<file path="src/rtl/tpu_isa_pkg.sv">
`default_nettype none
// +--------------------------------------------------------------------+
// | tpu_isa_pkg: instruction field layout, opcodes and issuer states.  |
// | Revision: 1.0                                                      |
// +--------------------------------------------------------------------+
package tpu_isa_pkg;

    localparam int INSTR_W = 32;
    localparam int OPC_LSB = 26;
    localparam int OPC_W   = 6;

    localparam logic [OPC_W-1:0] OP_NOP    = 6'h00;
    localparam logic [OPC_W-1:0] OP_MATMUL = 6'h10;
    localparam logic [OPC_W-1:0] OP_SYNC   = 6'h30;
    localparam logic [OPC_W-1:0] OP_HALT   = 6'h3F;

    localparam logic [INSTR_W-1:0] NOP_WORD = {OP_NOP, {(INSTR_W-OPC_W){1'b0}}};

    // Execution-unit class carried in opcode[5:4]
    typedef enum logic [1:0] {
        CLS_DMA  = 2'b00,
        CLS_MM   = 2'b01,
        CLS_VPU  = 2'b10,
        CLS_SYNC = 2'b11
    } op_class_e;

    typedef enum logic [1:0] {
        ST_IDLE   = 2'd0,
        ST_RUN    = 2'd1,
        ST_GUARD  = 2'd2,
        ST_HALTED = 2'd3
    } issuer_state_e;

    function automatic logic [OPC_W-1:0] opcode_of(input logic [INSTR_W-1:0] w);
        return w[OPC_LSB +: OPC_W];
    endfunction

endpackage
`default_nettype wire

</file>
<file path="src/rtl/tpu_instr_fifo.sv">
`default_nettype none
// +--------------------------------------------------------------------+
// | tpu_instr_fifo: DEPTHx32 synchronous FIFO with combinational head. |
// | Revision: 1.0                                                      |
// +--------------------------------------------------------------------+
module tpu_instr_fifo
    import tpu_isa_pkg::*;
#(
    parameter int DEPTH = 16
) (
    input  logic                       clk,
    input  logic                       rst_n,
    input  logic                       wr_en,
    input  logic [INSTR_W-1:0]         wr_data,
    input  logic                       rd_en,
    output logic [INSTR_W-1:0]         rd_data,
    output logic                       full,
    output logic                       empty,
    output logic [$clog2(DEPTH):0]     count
);

    localparam int AW = $clog2(DEPTH);

    logic [INSTR_W-1:0] mem_q [DEPTH];
    logic [AW-1:0]      wr_ptr_q, wr_ptr_d;
    logic [AW-1:0]      rd_ptr_q, rd_ptr_d;
    logic [AW:0]        cnt_q, cnt_d;
    logic               push;
    logic               pop;

    // A full queue rejects the write even when a pop frees a slot this cycle
    assign push = wr_en && (cnt_q != AW'(0) + (AW+1)'(DEPTH)) ? 1'b1 : 1'b0;
    assign pop  = rd_en && (cnt_q != '0);

    always_comb begin
        wr_ptr_d = wr_ptr_q;
        rd_ptr_d = rd_ptr_q;
        cnt_d    = cnt_q;
        if (push) wr_ptr_d = wr_ptr_q + AW'(1);
        if (pop)  rd_ptr_d = rd_ptr_q + AW'(1);
        case ({push, pop})
            2'b10:   cnt_d = cnt_q + (AW+1)'(1);
            2'b01:   cnt_d = cnt_q - (AW+1)'(1);
            default: cnt_d = cnt_q;
        endcase
    end

    always_ff @(posedge clk or negedge rst_n) begin
        if (!rst_n) begin
            wr_ptr_q <= '0;
            rd_ptr_q <= '0;
            cnt_q    <= '0;
        end else begin
            wr_ptr_q <= wr_ptr_d;
            rd_ptr_q <= rd_ptr_d;
            cnt_q    <= cnt_d;
        end
    end

    always_ff @(posedge clk) begin
        if (push) mem_q[wr_ptr_q] <= wr_data;
    end

    assign rd_data = mem_q[rd_ptr_q];
    assign full    = (cnt_q == (AW+1)'(DEPTH));
    assign empty   = (cnt_q == '0);
    assign count   = cnt_q;

endmodule
`default_nettype wire

</file>
<file path="src/rtl/tpu_instr_issuer.sv">
`default_nettype none
// +--------------------------------------------------------------------+
// | tpu_instr_issuer: queues host instructions and issues each as a    |
// | one-cycle pulse once its execution units are idle.  Revision: 1.0  |
// +--------------------------------------------------------------------+
module tpu_instr_issuer
    import tpu_isa_pkg::*;
#(
    parameter int DEPTH = 16,
    parameter int CNT_W = 16
) (
    input  logic                       clk,
    input  logic                       rst_n,
    input  logic                       start,
    input  logic                       host_wr_en,
    input  logic [31:0]                host_wr_data,
    output logic                       host_full,
    output logic [$clog2(DEPTH):0]     q_count,
    input  logic                       sys_busy,
    input  logic                       wt_busy,
    input  logic                       vpu_busy,
    input  logic                       dma_busy,
    output logic [31:0]                instr_data,
    output logic                       running,
    output logic                       halted,
    output logic [CNT_W-1:0]           issue_count
);

    issuer_state_e      state_q, state_d;
    logic [31:0]        instr_q, instr_d;
    logic               halted_q, halted_d;
    logic [CNT_W-1:0]   cnt_q, cnt_d;

    logic [31:0]        head;
    logic               q_empty;
    logic               pop;
    logic               res_free;
    logic [OPC_W-1:0]   head_op;

    tpu_instr_fifo #(
        .DEPTH (DEPTH)
    ) u_fifo (
        .clk     (clk),
        .rst_n   (rst_n),
        .wr_en   (host_wr_en),
        .wr_data (host_wr_data),
        .rd_en   (pop),
        .rd_data (head),
        .full    (host_full),
        .empty   (q_empty),
        .count   (q_count)
    );

    assign head_op = opcode_of(head);

    always_comb begin
        res_free = 1'b0;
        unique case (op_class_e'(head_op[5:4]))
            CLS_DMA:  res_free = !dma_busy;
            CLS_MM:   res_free = !sys_busy && !wt_busy;
            CLS_VPU:  res_free = !vpu_busy;
            CLS_SYNC: res_free = !sys_busy && !wt_busy && !vpu_busy && !dma_busy;
        endcase
    end

    // instr_d defaults to NOP every cycle, which makes each issue a single-cycle pulse
    always_comb begin
        state_d  = state_q;
        instr_d  = NOP_WORD;
        halted_d = halted_q;
        cnt_d    = cnt_q;
        pop      = 1'b0;
        unique case (state_q)
            ST_IDLE: begin
                if (start) state_d = ST_RUN;
            end
            ST_RUN: begin
                if (!q_empty) begin
                    if (head_op == OP_HALT) begin
                        pop      = 1'b1;
                        halted_d = 1'b1;
                        state_d  = ST_HALTED;
                    end else if (res_free) begin
                        pop     = 1'b1;
                        instr_d = head;
                        cnt_d   = cnt_q + CNT_W'(1);
                        state_d = ST_GUARD;
                    end
                end
            end
            ST_GUARD: begin
                state_d = ST_RUN;
            end
            ST_HALTED: begin
                if (start) begin
                    halted_d = 1'b0;
                    state_d  = ST_RUN;
                end
            end
        endcase
    end

    always_ff @(posedge clk or negedge rst_n) begin
        if (!rst_n) begin
            state_q  <= ST_IDLE;
            instr_q  <= '0;
            halted_q <= 1'b0;
            cnt_q    <= '0;
        end else begin
            state_q  <= state_d;
            instr_q  <= instr_d;
            halted_q <= halted_d;
            cnt_q    <= cnt_d;
        end
    end

    assign instr_data  = instr_q;
    assign running     = (state_q == ST_RUN) || (state_q == ST_GUARD);
    assign halted      = halted_q;
    assign issue_count = cnt_q;

endmodule
`default_nettype wire

</file>
<file path="config.mk">
export PLATFORM = sky130hd
export DESIGN_NAME = tpu_instr_issuer
export DESIGN_NICKNAME = d
export VERILOG_FILES = /design/src/rtl/tpu_isa_pkg.sv /design/src/rtl/tpu_instr_fifo.sv /design/src/rtl/tpu_instr_issuer.sv
export SDC_FILE = /design/constraint.sdc
export NUM_CORES = 1
export LEC_CHECK = 0
export CORE_UTILIZATION = 35
export DETAILED_ROUTE_END_ITERATION = 7
export SKIP_LAST_GASP = 1
export SLEW_MARGIN = 15
export SYNTH_ARGS = -nofsm -noshare
export SYNTH_HDL_FRONTEND = slang
export SYNTH_SLANG_ARGS = --single-unit
</file>
<file path="constraint.sdc">
create_clock -name clk -period 4.1 [get_ports clk]
set_input_delay 0.615 -clock clk [delete_from_list [all_inputs] [get_ports clk]]
set_output_delay 0.615 -clock clk [all_outputs]
set_load 0.01 [all_outputs]
</file>
==> summary.md <==
| Metric | Value |
|---|---|
| Largest fanout on the critical path | `25` |
| Sequential-to-total area share from yosys stat | `about three quarters` |
| Final setup fails | `0` |
| Layout cell share with drive strength beyond 1 | `27.24%` |
| Final RePlAce weighted congestion | `roughly 0.76` |
| Core area | `a little over 0.06 mm^2` |
| H-tree Lvls | `2` |
| Netlist Area Pre-Place | `roughly 0.022 mm^2` |
| Worst Tran Pin Value | `~0.99 ns` |
| WS Path Type | `flip-flop to flip-flop` |
| Drc violations | `0` |
| Die ar. | `around 0.064 mm^2` |
| Max_cap viols | `0` |
| Fin worst setup slack | `around 0.33 ns` |
| Cts hold-fix bufs | `0` |
| LEAKAGE | `slightly below 9 nW` |
| Setup TNS | `0 ns` |
| Most frequent cells in the layout | `edfxtp_1 (512), mux4_2 (151), clkdlybuf4s50_1 (94)` |
| Finished Core Util | `42.72%` |
| Crit-path cells | `buf_4 > mux4_2 > a22o_1 > nor2_4 > o22a_4 > o2bb2ai_1 > o21ai_1 > inv_1 > ha_1 > xor2_1 > ha_1 > o21ai_0 > a21oi_1 > a21oi_1 > xor2_1 > nor2_1 > xor2_1` |
| DR iter-0 viols | `between 800 and 900` |
| Number of synthesized flops with an enable pin | `512` |
| Die Wd | `~250 um` |
| Largest net degree at the start of global routing | `between 60 and 70` |
| Yosys warns | `0` |
| Wire length of the first global-routing pass | `~74000 um` |
| Syn Nets | `roughly 1000` |
| Tcrit/Tclk final | `91.90%` |
| Worst vdd ir | `~360 uV` |
| Row count | `91` |
| CP dominant cell by count | `xor2_1` |
| Critical path launch point type | `flip-flop` |
| Comb power frac | `29.8%` |
| CP max stage delay | `about 0.48 ns` |
| Commonest register cell after synthesis | `edfxtp_1` |
| Initial cell density of the core | `35.63%` |
| Internal power | `between 10 and 15 mW` |
| Hold slack | `roughly 0.058 ns` |
| Clock root cell | `clkbuf_16` |
| Ports | `96` |
| Hold Vio Cnt, Final | `0` |
| Psw | `5.405 mW` |
| Highest Clock Rate | `approximately 0.27 GHz` |
| Register clock-pin slew on the reported worst setup and hold paths | `about 0.060 ns` |
| Avg Inst Size Synth | `between 20 and 25 um^2` |
| Min-delay worst type | `primary input to async pin` |
| Setup WS pre-CTS | `-0.001650 ns` |
| Routed wire length per instance | `around 25 um` |
| Rel. slew slack | `~34%` |
| Worst-Skew Late Latency | `0.63 ns` |
| DP Area | `roughly 0.024 mm^2` |
| Net Sw Frac | `between 20% and 30%` |
| CTS Buf Count | `between 50 and 60` |
| Layout Skew | `between 0.03 and 0.04 ns` |
| Clk buf depth | `3` |
| Post-Syn Instances | `990` |
| Ys async rst share | `11.11%` |
| Outcome | `completed` |
| Design Area, Final | `0.02656 mm^2` |
| R2R Setup Slk | `around 0.33 ns` |
| Antenna viol nets, final | `0` |
| Via Count | `between 10000 and 15000` |
| CP arrival | `4.26 ns` |
| Required time of the critical path | `roughly 4.6 ns` |
| Buffers added on ports | `95` |
| Placed cells | `just under 2000` |
| Final-stage net count | `approximately 1200` |
| Sink Count | `between 500 and 600` |
| Initial antenna violation count | `5` |
| Flops & latches, synth | `between 500 and 600` |
| DRT Pass-1 Iters | `7` |
| Die Y | `around 250 um` |
| GR Overflow Total | `0` |
| Drt via density | `roughly 5` |
| Fin crit period | `around 3.8 ns` |
| Hpwl dp | `approximately 28000 um` |
| Commonest non-fill, non-tap cell in the layout | `edfxtp_1` |
| CTS tree | `done` |
| Worst path slowest cell | `dfrtp_4` |
| CP Capture Type | `flip-flop` |
| P&R area growth vs syn | `19.89%` |
| Non-Filler Instances | `2043` |
| Routed WL | `around 50000 um` |
| Final Max Tran Viols | `0` |
| Vias in the first global route | `approximately 11000` |
| Total GRT Usage | `15.92%` |
| Power density over the cells | `699.5 mW/mm^2` |
| Clock power frac | `29.3%` |
| Post-synthesis cell type count | `just over 50` |
| Seq pwr share | `roughly 40%` |
| Total power draw | `18.58 mW` |
## state kept, by name (all words and copies together), names as in the netlist
register         count
halted               1
instr_data          32
issue_count         16
state_q              2
u_fifo.count         5
u_fifo.mem_q       512
u_fifo.rd_ptr_q      4
u_fifo.wr_ptr_q      4
## power groups by stage
stage / sequential, mW / clock [mW] / combinational [mW]
4_1_cts: 7.67 / 5.56 / 5.48
3_3_place_gp: 7.77 / 0 / 5.41
2_1_floorplan: 7.67 / 0 / 3.55
3_5_place_dp: 7.78 / 0 / 5.46
6_report: 7.60 / 5.45 / 5.53
5_1_grt: 7.68 / 5.77 / 5.96
## per-layer routing
layer | routed length (um) | global-route usage (%) | vias up | share of wire (%)
li1 | - | - | 4430 | -
met1 | 22100 | 21.77 | 5727 | 44
met2 | 24750 | 26.29 | 260 | 49
met3 | 2404 | 2.827 | 72 | 4.8
met4 | 952 | 4.104 | 6 | 1.9
met5 | 51 | 0 | - | 0.10
## repair_timing
action | CTS | global route
setup endpoints to repair | 1 | 1
buffers inserted | 0 | 3
pin swaps | 0 | 0
gates resized for setup | 1 | 2
## Yosys cell counts (4+ instances only)
| cell type | n | share of area, % |
|---|---|---|
| edfxtp_1 | 512 | 69 |
| mux4_2 | 151 | 15 |
| dfrtp_1 | 64 | 7.2 |
| and2_1 | 30 | 0.85 |
| nand2_1 | 25 | 0.42 |
| clkbuf_1 | 20 | 0.34 |
| xor2_1 | 18 | 0.71 |
| nor2_1 | 17 | 0.29 |
| buf_2 | 12 | 0.27 |
| ha_1 | 12 | 0.68 |
| buf_1 | 11 | 0.19 |
| nor3_1 | 10 | 0.23 |
| a21oi_1 | 9 | 0.20 |
| a22oi_1 | 9 | 0.30 |
| inv_1 | 9 | 0.15 |
| xnor2_1 | 9 | 0.36 |
| nand4_1 | 8 | 0.23 |
| buf_6 | 5 | 0.25 |
| nor4_1 | 5 | 0.14 |
| nand2b_1 | 4 | 0.11 |
| o21ai_0 | 4 | 0.090 |
## worst max-delay path, delay by kind of cell (launching register included)
| family | cells | cell delay, ns |
|---|---|---|
| muxes | 1 | 0.37 |
| and+or+nand+nor | 2 | 0.19 |
| DFF | 1 | 0.48 |
| AOI/OAI and AO/OA | 7 | 1.25 |
| adders and majority gates | 2 | 0.43 |
| buffers and inverters | 2 | 0.45 |
| xor gates and xnor gates | 3 | 0.44 |
## cells by family after synthesis
family                     after synthesis  share of synthesized area (%)
DFF                                    576                          76.63
muxes                                  161                          16.09
and+or+nand+nor                        120                          3.073
buffers and inverters                   58                          1.237
AOI/OAI and AO/OA                       36                          1.220
xor gates and xnor gates                27                          1.068
adders and majority gates               12                         0.6778
## final timing paths
path,to,start,depth (start not counted)
min in group clk,issue_count[15],issue_count[15],1
max in group asynchronous,instr_data[19],rst_n,2
worst min-delay path,instr_data[6],rst_n,1
worst max register to register,u_fifo.count[4],u_fifo.rd_ptr_q[1],17
worst max-delay path,u_fifo.count[4],u_fifo.rd_ptr_q[1],17
worst min register to register,issue_count[15],issue_count[15],1
## layout make-up
| class | instances | area [um^2] |
|---|---|---|
| clock buffers | 80 | 1605 |
| fillers | 5409 | 35610 |
| flip-flops and latches | 576 | 16990 |
| diodes | 2 | 5.005 |
| clock inverters | 32 | 390.4 |
| inverters | 9 | 33.78 |
| repair buffers | 151 | 1471 |
| well taps | 837 | 1047 |
| multi-input cells | 356 | 5019 |
No activity file was read; power rests on OpenSTA's default activity.
